--- config.mk ---
export PLATFORM = sky130hd
export DESIGN_NAME = regfile_writeback_arbiter
export DESIGN_NICKNAME = d
export VERILOG_FILES = /design/src/rtl/regfile_writeback_arbiter.sv
export SDC_FILE = /design/constraint.sdc
export NUM_CORES = 1
export LEC_CHECK = 0
export ABC_AREA = 1
export ABC_CLOCK_PERIOD_IN_PS = 3600
export CAP_MARGIN = 20
export CORE_ASPECT_RATIO = 1.75
export CORE_MARGIN = 5
export CORE_UTILIZATION = 42
export DETAILED_ROUTE_END_ITERATION = 16
export PLACE_DENSITY = 0.65
export SETUP_SLACK_MARGIN = 0.3
export SYNTH_ARGS = -nofsm -noshare
export SYNTH_HDL_FRONTEND = slang
export SYNTH_SLANG_ARGS = --single-unit
--- constraint.sdc ---
create_clock -name CLK -period 3.6 [get_ports CLK]
set_clock_uncertainty 0.05 [all_clocks]
set_input_delay 0.72 -clock CLK [delete_from_list [all_inputs] [get_ports CLK]]
set_output_delay 0.72 -clock CLK [all_outputs]
set_load 0.05 [all_outputs]
--- src/rtl/regfile_writeback_arbiter.sv ---
// Write-port master for the 32x32 register file: merges pipeline writebacks with
// in-order long-latency results (via a small FIFO) and tracks pending destinations.
module regfile_writeback_arbiter #(
    parameter int DW         = 32,
    parameter int QDEPTH     = 4,
    parameter int STARVE_MAX = 8
) (
    input  logic                        CLK,
    input  logic                        nRST,
    input  logic                        pipe_valid,
    input  logic [4:0]                  pipe_sel,
    input  logic [DW-1:0]               pipe_dat,
    output logic                        pipe_ready,
    input  logic                        lu_valid,
    input  logic [4:0]                  lu_sel,
    input  logic [DW-1:0]               lu_dat,
    output logic                        lu_ready,
    input  logic                        issue_en,
    input  logic [4:0]                  issue_sel,
    output logic [31:0]                 pending,
    output logic [$clog2(QDEPTH):0]     q_count,
    output logic                        rf_WEN,
    output logic [4:0]                  rf_wsel,
    output logic [DW-1:0]               rf_wdat
);
    localparam int AW = $clog2(QDEPTH);
    localparam int CW = AW + 1;
    localparam int SW = $clog2(STARVE_MAX + 1);

    logic [4:0]    r_q_sel [QDEPTH];
    logic [DW-1:0] r_q_dat [QDEPTH];
    logic [AW-1:0] r_wptr;
    logic [AW-1:0] r_rptr;
    logic [CW-1:0] r_count;
    logic [SW-1:0] r_starve;
    logic [31:0]   r_pending;
    logic          r_wen;
    logic [4:0]    r_wsel;
    logic [DW-1:0] r_wdat;

    logic          w_nonempty;
    logic          w_force;
    logic          w_pop;
    logic          w_push;
    logic [4:0]    w_head_sel;
    logic [DW-1:0] w_head_dat;
    logic [31:0]   w_pending_next;

    assign w_nonempty = (r_count != '0);
    assign w_force    = w_nonempty && (r_starve == SW'(STARVE_MAX));
    assign w_pop      = w_force || (w_nonempty && !pipe_valid);
    assign lu_ready   = (r_count < CW'(QDEPTH));
    // Results for r0 are consumed here and never occupy a FIFO slot.
    assign w_push     = lu_valid && lu_ready && (lu_sel != 5'd0);
    assign w_head_sel = r_q_sel[r_rptr];
    assign w_head_dat = r_q_dat[r_rptr];
    assign pipe_ready = !w_force;

    // Issue set takes priority over a same-cycle FIFO retire of the same register.
    assign w_pending_next[0] = 1'b0;
    generate
        for (genvar gi = 1; gi < 32; gi++) begin : g_sb
            assign w_pending_next[gi] = (issue_en && (issue_sel == 5'(gi)))
                                      || (r_pending[gi] && !(w_pop && (w_head_sel == 5'(gi))));
        end
    endgenerate

    always_ff @(posedge CLK) begin
        if (w_push) begin
            r_q_sel[r_wptr] <= lu_sel;
            r_q_dat[r_wptr] <= lu_dat;
        end
    end

    always_ff @(posedge CLK or negedge nRST) begin
        if (!nRST) begin
            r_wptr    <= '0;
            r_rptr    <= '0;
            r_count   <= '0;
            r_starve  <= '0;
            r_pending <= '0;
            r_wen     <= 1'b0;
            r_wsel    <= '0;
            r_wdat    <= '0;
        end else begin
            if (w_push) r_wptr <= r_wptr + AW'(1);
            if (w_pop)  r_rptr <= r_rptr + AW'(1);
            case ({w_push, w_pop})
                2'b10:   r_count <= r_count + CW'(1);
                2'b01:   r_count <= r_count - CW'(1);
                default: r_count <= r_count;
            endcase
            if (!w_nonempty || w_pop)
                r_starve <= '0;
            else if (r_starve != SW'(STARVE_MAX))
                r_starve <= r_starve + SW'(1);
            r_pending <= w_pending_next;
            if (w_pop) begin
                r_wen  <= 1'b1;
                r_wsel <= w_head_sel;
                r_wdat <= w_head_dat;
            end else if (pipe_valid) begin
                r_wen  <= (pipe_sel != 5'd0);
                r_wsel <= pipe_sel;
                r_wdat <= pipe_dat;
            end else begin
                r_wen  <= 1'b0;
            end
        end
    end

    assign pending = r_pending;
    assign q_count = r_count;
    assign rf_WEN  = r_wen;
    assign rf_wsel = r_wsel;
    assign rf_wdat = r_wdat;
endmodule

Yosys cells after proc, flatten, opt, wreduce, memory -nomap -nowiden

Memories as Yosys holds them, arrays and structs flattened.
Cells that the tools add are included.

$add $sub $neg: 5
Magnitude comparators: 1
Equal/unequal tests: 66
Mux-type cells: 11
Reductions and logical operators: 170

Operators by type and width:

| kind                                                                  | number |
|---|---|
| 5-bit equality test, second input constant                            | 32 |
| 1-bit logical AND                                                     | 97 |
| 5-bit by 4-bit equality test with 1-bit output, second input constant | 16 |
| 32-bit two-way mux                                                    | 2 |
| 5-bit by 3-bit equality test with 1-bit output, second input constant | 8 |
| 1-bit zero test                                                       | 34 |
| 1-bit logical OR                                                      | 33 |
| 5-bit by 2-bit equality test with 1-bit output, second input constant | 4 |
| 5-bit by 1-bit equality test with 1-bit output, second input constant | 2 |
| 5-bit two-way mux                                                     | 2 |
| 5-bit nonzero test                                                    | 2 |
| 4-bit two-way mux                                                     | 2 |
| 3-bit case mux with 2 select lines                                    | 1 |
| 2-bit nonzero test                                                    | 3 |
| 2-bit by 1-bit adder with 2-bit output, second input constant         | 2 |
| 4-bit by 1-bit adder with 4-bit output, second input constant         | 1 |
| 4-bit equality test, second input constant                            | 1 |
| 1-bit two-way mux                                                     | 4 |
| 4-bit != test, second input constant                                  | 1 |
| 3-bit by 1-bit adder with 3-bit output, second input constant         | 1 |
| 3-bit < comparator, second input constant                             | 1 |
| 3-bit nonzero test                                                    | 1 |
| 3-bit by 1-bit subtractor with 3-bit output, second input constant    | 1 |
| 2-bit by 1-bit equality test with 1-bit output, second input constant | 1 |
| 2-bit equality test, second input constant                            | 1 |

Flip-flop bits (word level): 80
RAM bits: 148
Input bits: 84
Word-level logic and storage cells: 263
Memories: 2

Memory list:

| memory  | words | width | read ports | clocked after memory_dff | write ports | line | source |
|---|---|---|---|---|---|---|---|
| r_q_dat | 4     | 32    | 1          | 0                        | 1           | 31   | `logic [DW-1:0] r_q_dat [QDEPTH];` |
| r_q_sel | 4     | 5     | 1          | 0                        | 1           | 30   | `logic [4:0] r_q_sel [QDEPTH];` |

Logic depth before layout (Yosys ltp)

Depth in word-level cells: 7
Gate-level depth with buffers: 14

Worst setup path after synthesis

No wires, ideal clock.

Kind: register -> register
Start: reg r_count[2] (netlist: q_count[2])
End: mem r_q_dat[0][0], enable pin
Setup time: 0.431 ns
Arrival time: 2.775 ns
Data required time: 3.119 ns
Path slack: 0.344 ns
Cell stages (with the launch flop): 4
Buffers on the path: 0
Period minus slack after synthesis: 3.256 ns
Cell sequence: dfrtp_1 inv_2 nand3_1 nor2_1

Cells in the longest elaborated chain, start to end: 5

Ends and longest elaborated chain:

| item                                    | line | source |
|---|---|---|
| start: declaration                      | 34   | `logic [CW-1:0] r_count;` |
| start signal: assignment                | 89   | `2'b10: r_count <= r_count + CW'(1);` |
| start signal: assignment                | 90   | `2'b01: r_count <= r_count - CW'(1);` |
| start signal: assignment                | 91   | `default: r_count <= r_count;` |
| 3-bit < comparator                      | 52   | `assign lu_ready = (r_count < CW'(QDEPTH));` |
| net lu_ready                            | 17   | `output logic lu_ready,` |
| 1-bit logical AND (2 in a row)          | 54   | `assign w_push = lu_valid && lu_ready && (lu_sel != 5'd0);` |
| 1-bit two-way mux                       | 69   | `if (w_push) begin` |
| 1-bit two-way mux (not written as such) | 71   | `r_q_dat[r_wptr] <= lu_dat;` |
| end: declaration                        | 31   |  |

The timed path passes the listed nets, and every way through them passes these cells.

Worst setup path after layout

Start: reg r_count[2] (netlist: q_count[2])
End: out pipe_ready

Cells in the longest elaborated chain, start to end: 3

Ends and longest elaborated chain:

| item               | line | source |
|---|---|---|
| 3-bit nonzero test | 49   | `assign w_nonempty = (r_count != '0);` |
| 1-bit logical AND  | 50   | `assign w_force = w_nonempty && (r_starve == SW'(STARVE_MAX));` |
| 1-bit zero test    | 57   | `assign pipe_ready = !w_force;` |
| end: declaration   | 13   | `output logic pipe_ready,` |

No other way between the ends.

==> impl_metrics.py <==
metrics = {
    "global_routing": {
        "overflow": 0,
        "grt_pass1_vias": 6903,
        "grt_max_degree": 80,
        "antenna_found_initial": 0,
        "grt_use_total_pct": 17.9,
        "grt_pass1_wl_mm": 37.4,
    },
    "floorplan": {
        "core_um2": 23200,
        "dieWidth_um": 126,
        "io_pins": 159,
        "die_h_um": 212,
        "dieArea_um2": 26600,
        "rows": 74,
        "start_util_pct": 42.2,
    },
    "yosys": {
        "synth.top_cell.area_share_pct": 45.3,
        "syn_nets": 1043,
        "netlist-cell-type-count": 34,
        "synthFlopType": "edfxtp_1",
        "yosysTopAreaCell": "edfxtp_1",
        "ys_seq_elements": 228,
        "synth_warnings": 0,
        "synth_area_leaders": "edfxtp_1, dfrtp_1, nand2_1",
        "avgSynthCellArea_um2": 10.3,
        "synth-edff-count": 148,
        "synth-async-reset-ratio_pct": 35.1,
        "yosysSeqAreaShare_pct": 65.7,
        "synthCells": 951,
        "syn-cell-area_um2": 9810,
    },
    "routing": {
        "vias": 7029,
        "drt_iter0_drc": 392,
        "via_per_inst": 4.95,
        "wl_per_cell_um": 17.2,
        "drtAntennaViolNets": 0,
        "dr.pass1.iters": 8,
        "drc_errors": 0,
        "wl_mm": 24.4,
    },
    "sta": {
        "worst_slew_margin_rel_pct": 34.4,
        "fin_crit_sh_pct": 80.3,
        "tightest_slew_ns": 0.983,
        "rsz0062_at_grt": "false",
        "fmax_mhz": 346,
        "totalNegativeSetupSlack_ns": 0,
        "hold_ws_ns": 0.140,
        "drv_slew": 0,
        "min_period_ns": 2.89,
        "setup_viol": 0,
        "finalHoldViolCount": 0,
    },
    "layout": {
        "fin_nets": 1192,
        "drive_gt1_share_pct": 8.42,
        "areaGrowthSynthToFinish_pct": 26.1,
        "antenna_cells": 0,
    },
    "critical_path": {
        "timing_worst_setup_path_type": "flop to output pin",
        "crit_buf_inv": 2,
        "startpoint_type": "flop",
        "cp_slowest_stage_delay_ns": 0.82,
        "crit_family": "buffers and inverters",
        "cp_data_arrival_time_ns": 2.12,
        "cp_max_fo": 4,
        "crit_required_ns": 2.83,
        "worstSetupEndpointType": "output pin",
        "cp_slowest_cell": "clkdlybuf4s50_1",
        "crit_chain": "inv_2 > nand3_2 > nand4_1 > clkdlybuf4s50_1",
    },
    "power_and_ir_drop": {
        "power.density_nw_per_um2": 912,
        "power_leakage_nw": 4.92,
        "vdd_drop_max_mv": 0.506,
    },
    "clocking": {
        "cts_hold_buf": 0,
        "post_cts_resized": 0,
        "ctsHtreeMaxLevel": 1,
        "root_buffer": "clkbuf_16",
        "clockBufferDepth": 3,
        "numCtsBuffers": 22,
        "cts.sinks": 228,
        "clk_latency_ns": 0.50,
        "cts_tree": "built",
        "cts_setup_buffers": 0,
        "clk_pin_slew_worst_paths_ns": 0.07,
    },
    "run": {
        "cap_violations": 0,
    },
    "hold_path": {
        "min_path_type": "input pin to asynchronous set/reset pin",
    },
    "place": {
        "routabilityCongestion": 0.819,
        "dpl.hpwl_mm": 16.9,
        "io_buffers": 157,
    },
    "outcome": {
        "status": "finished, final reports clean",
    },
}
==> final timing paths <==
check                            start          end  slack, ns  depth (start not counted)
min reg2reg                pending[29]  pending[29]       0.42                          2
min                               nRST  pending[21]       0.14                          1
min in group CLK           pending[29]  pending[29]       0.42                          2
max                         q_count[2]   pipe_ready       0.71                          4
max reg2reg                  r_rptr[0]   pending[8]       1.24                         10
max in group asynchronous         nRST  pending[12]       2.60                          2
==> synthesized netlist by cell type (12+ instances only) <==
cell and number:
o21ai_1 39, nand2_1 340, nor2_1 67, a21oi_1 13, o21ai_0 48, dfrtp_1 80
inv_1 30, nand3_1 83, buf_4 12, buf_2 15, edfxtp_1 148
==> cell families (layout without fill, tap and decap cells) <==
group / after synthesis / in the layout / synth area share [%]
fa+ha+maj: 8 / 8 / 1.10
xor+xnor: 6 / 6 / 0.536
compound gates: 102 / 102 / 5.23
flops: 228 / 228 / 65.7
simple gates: 524 / 524 / 22.8
other cells: 1 / 1 / 0.0382
buf+inv: 82 / 247 / 4.60
==> metal layers <==
metal / vias to the layer above / track usage, % / routed length, µm
met5: - / 0 / 0
met4: 0 / 6.92 / 877
met3: 50 / 2.56 / 1240
met2: 220 / 34.6 / 13200
met1: 3307 / 19.4 / 9000
li1: 3452 / - / -
==> stage by stage <==
step                      power [W]  cell area (µm²)  instances  setup slack, ns  util (%)
after floorplan             0.00736             9810        951            0.344         -
after global placement      0.00892            11600       1380            0.417      49.9
after detailed placement    0.00899            11600       1380            0.413      49.9
after CTS                    0.0114            12400       1420            0.644      53.3
after global routing         0.0119            12400       1420            0.600      53.3
final                        0.0113            12400       1420            0.708      53.3
==> cell type report <==
cell class | count | area, µm²
well taps | 304 | 380
multi-input cells | 641 | 2940
repair buffers | 171 | 1690
inverters | 36 | 143
clock inverters | 11 | 114
flip-flops and latches | 228 | 6450
clock buffers | 29 | 661
fillers | 2024 | 10900
==> layout by cell type (no fill, tap or decap), types with 4 or more instances in the layout <==
master	instances
nand2_1	340
o21ai_0	48
nand2_2	6
o21ai_1	39
nand3_2	6
clkbuf_16	25
inv_2	4
clkdlybuf4s50_1	156
nor2_2	5
inv_1	30
edfxtp_1	148
buf_4	14
ha_1	7
clkinv_2	4
xor2_1	4
nor2_1	63
nand3_1	83
nand2_4	5
dfrtp_1	79
a21oi_1	13
nor2_4	11
==> state kept, by name, indices dropped and copies added (netlist names), 3 cells and up <==
| name | cells |
|---|---|
| pending | 31 |
| q_count | 3 |
| r_q_dat | 128 |
| r_q_sel | 20 |
| r_starve | 4 |
| rf_wdat | 32 |
| rf_wsel | 5 |
==> power by group <==
| part | switching, W | leakage [nW] | internal, W |
|---|---|---|---|
| logic | 0.00360 | 2.24 | 0.00150 |
| registers | 0.000324 | 2.30 | 0.00346 |
| clock network | 0.000960 | 0.379 | 0.00144 |
==> worst reg2reg max path: cells and delay by family (launching register included) <==
kind	cells	cell delay (ns)
buffers and inverters	1	0.64
flip-flops	1	0.48
AND/OR/NAND/NOR	9	1.09
(Power assumes the default switching activity.)
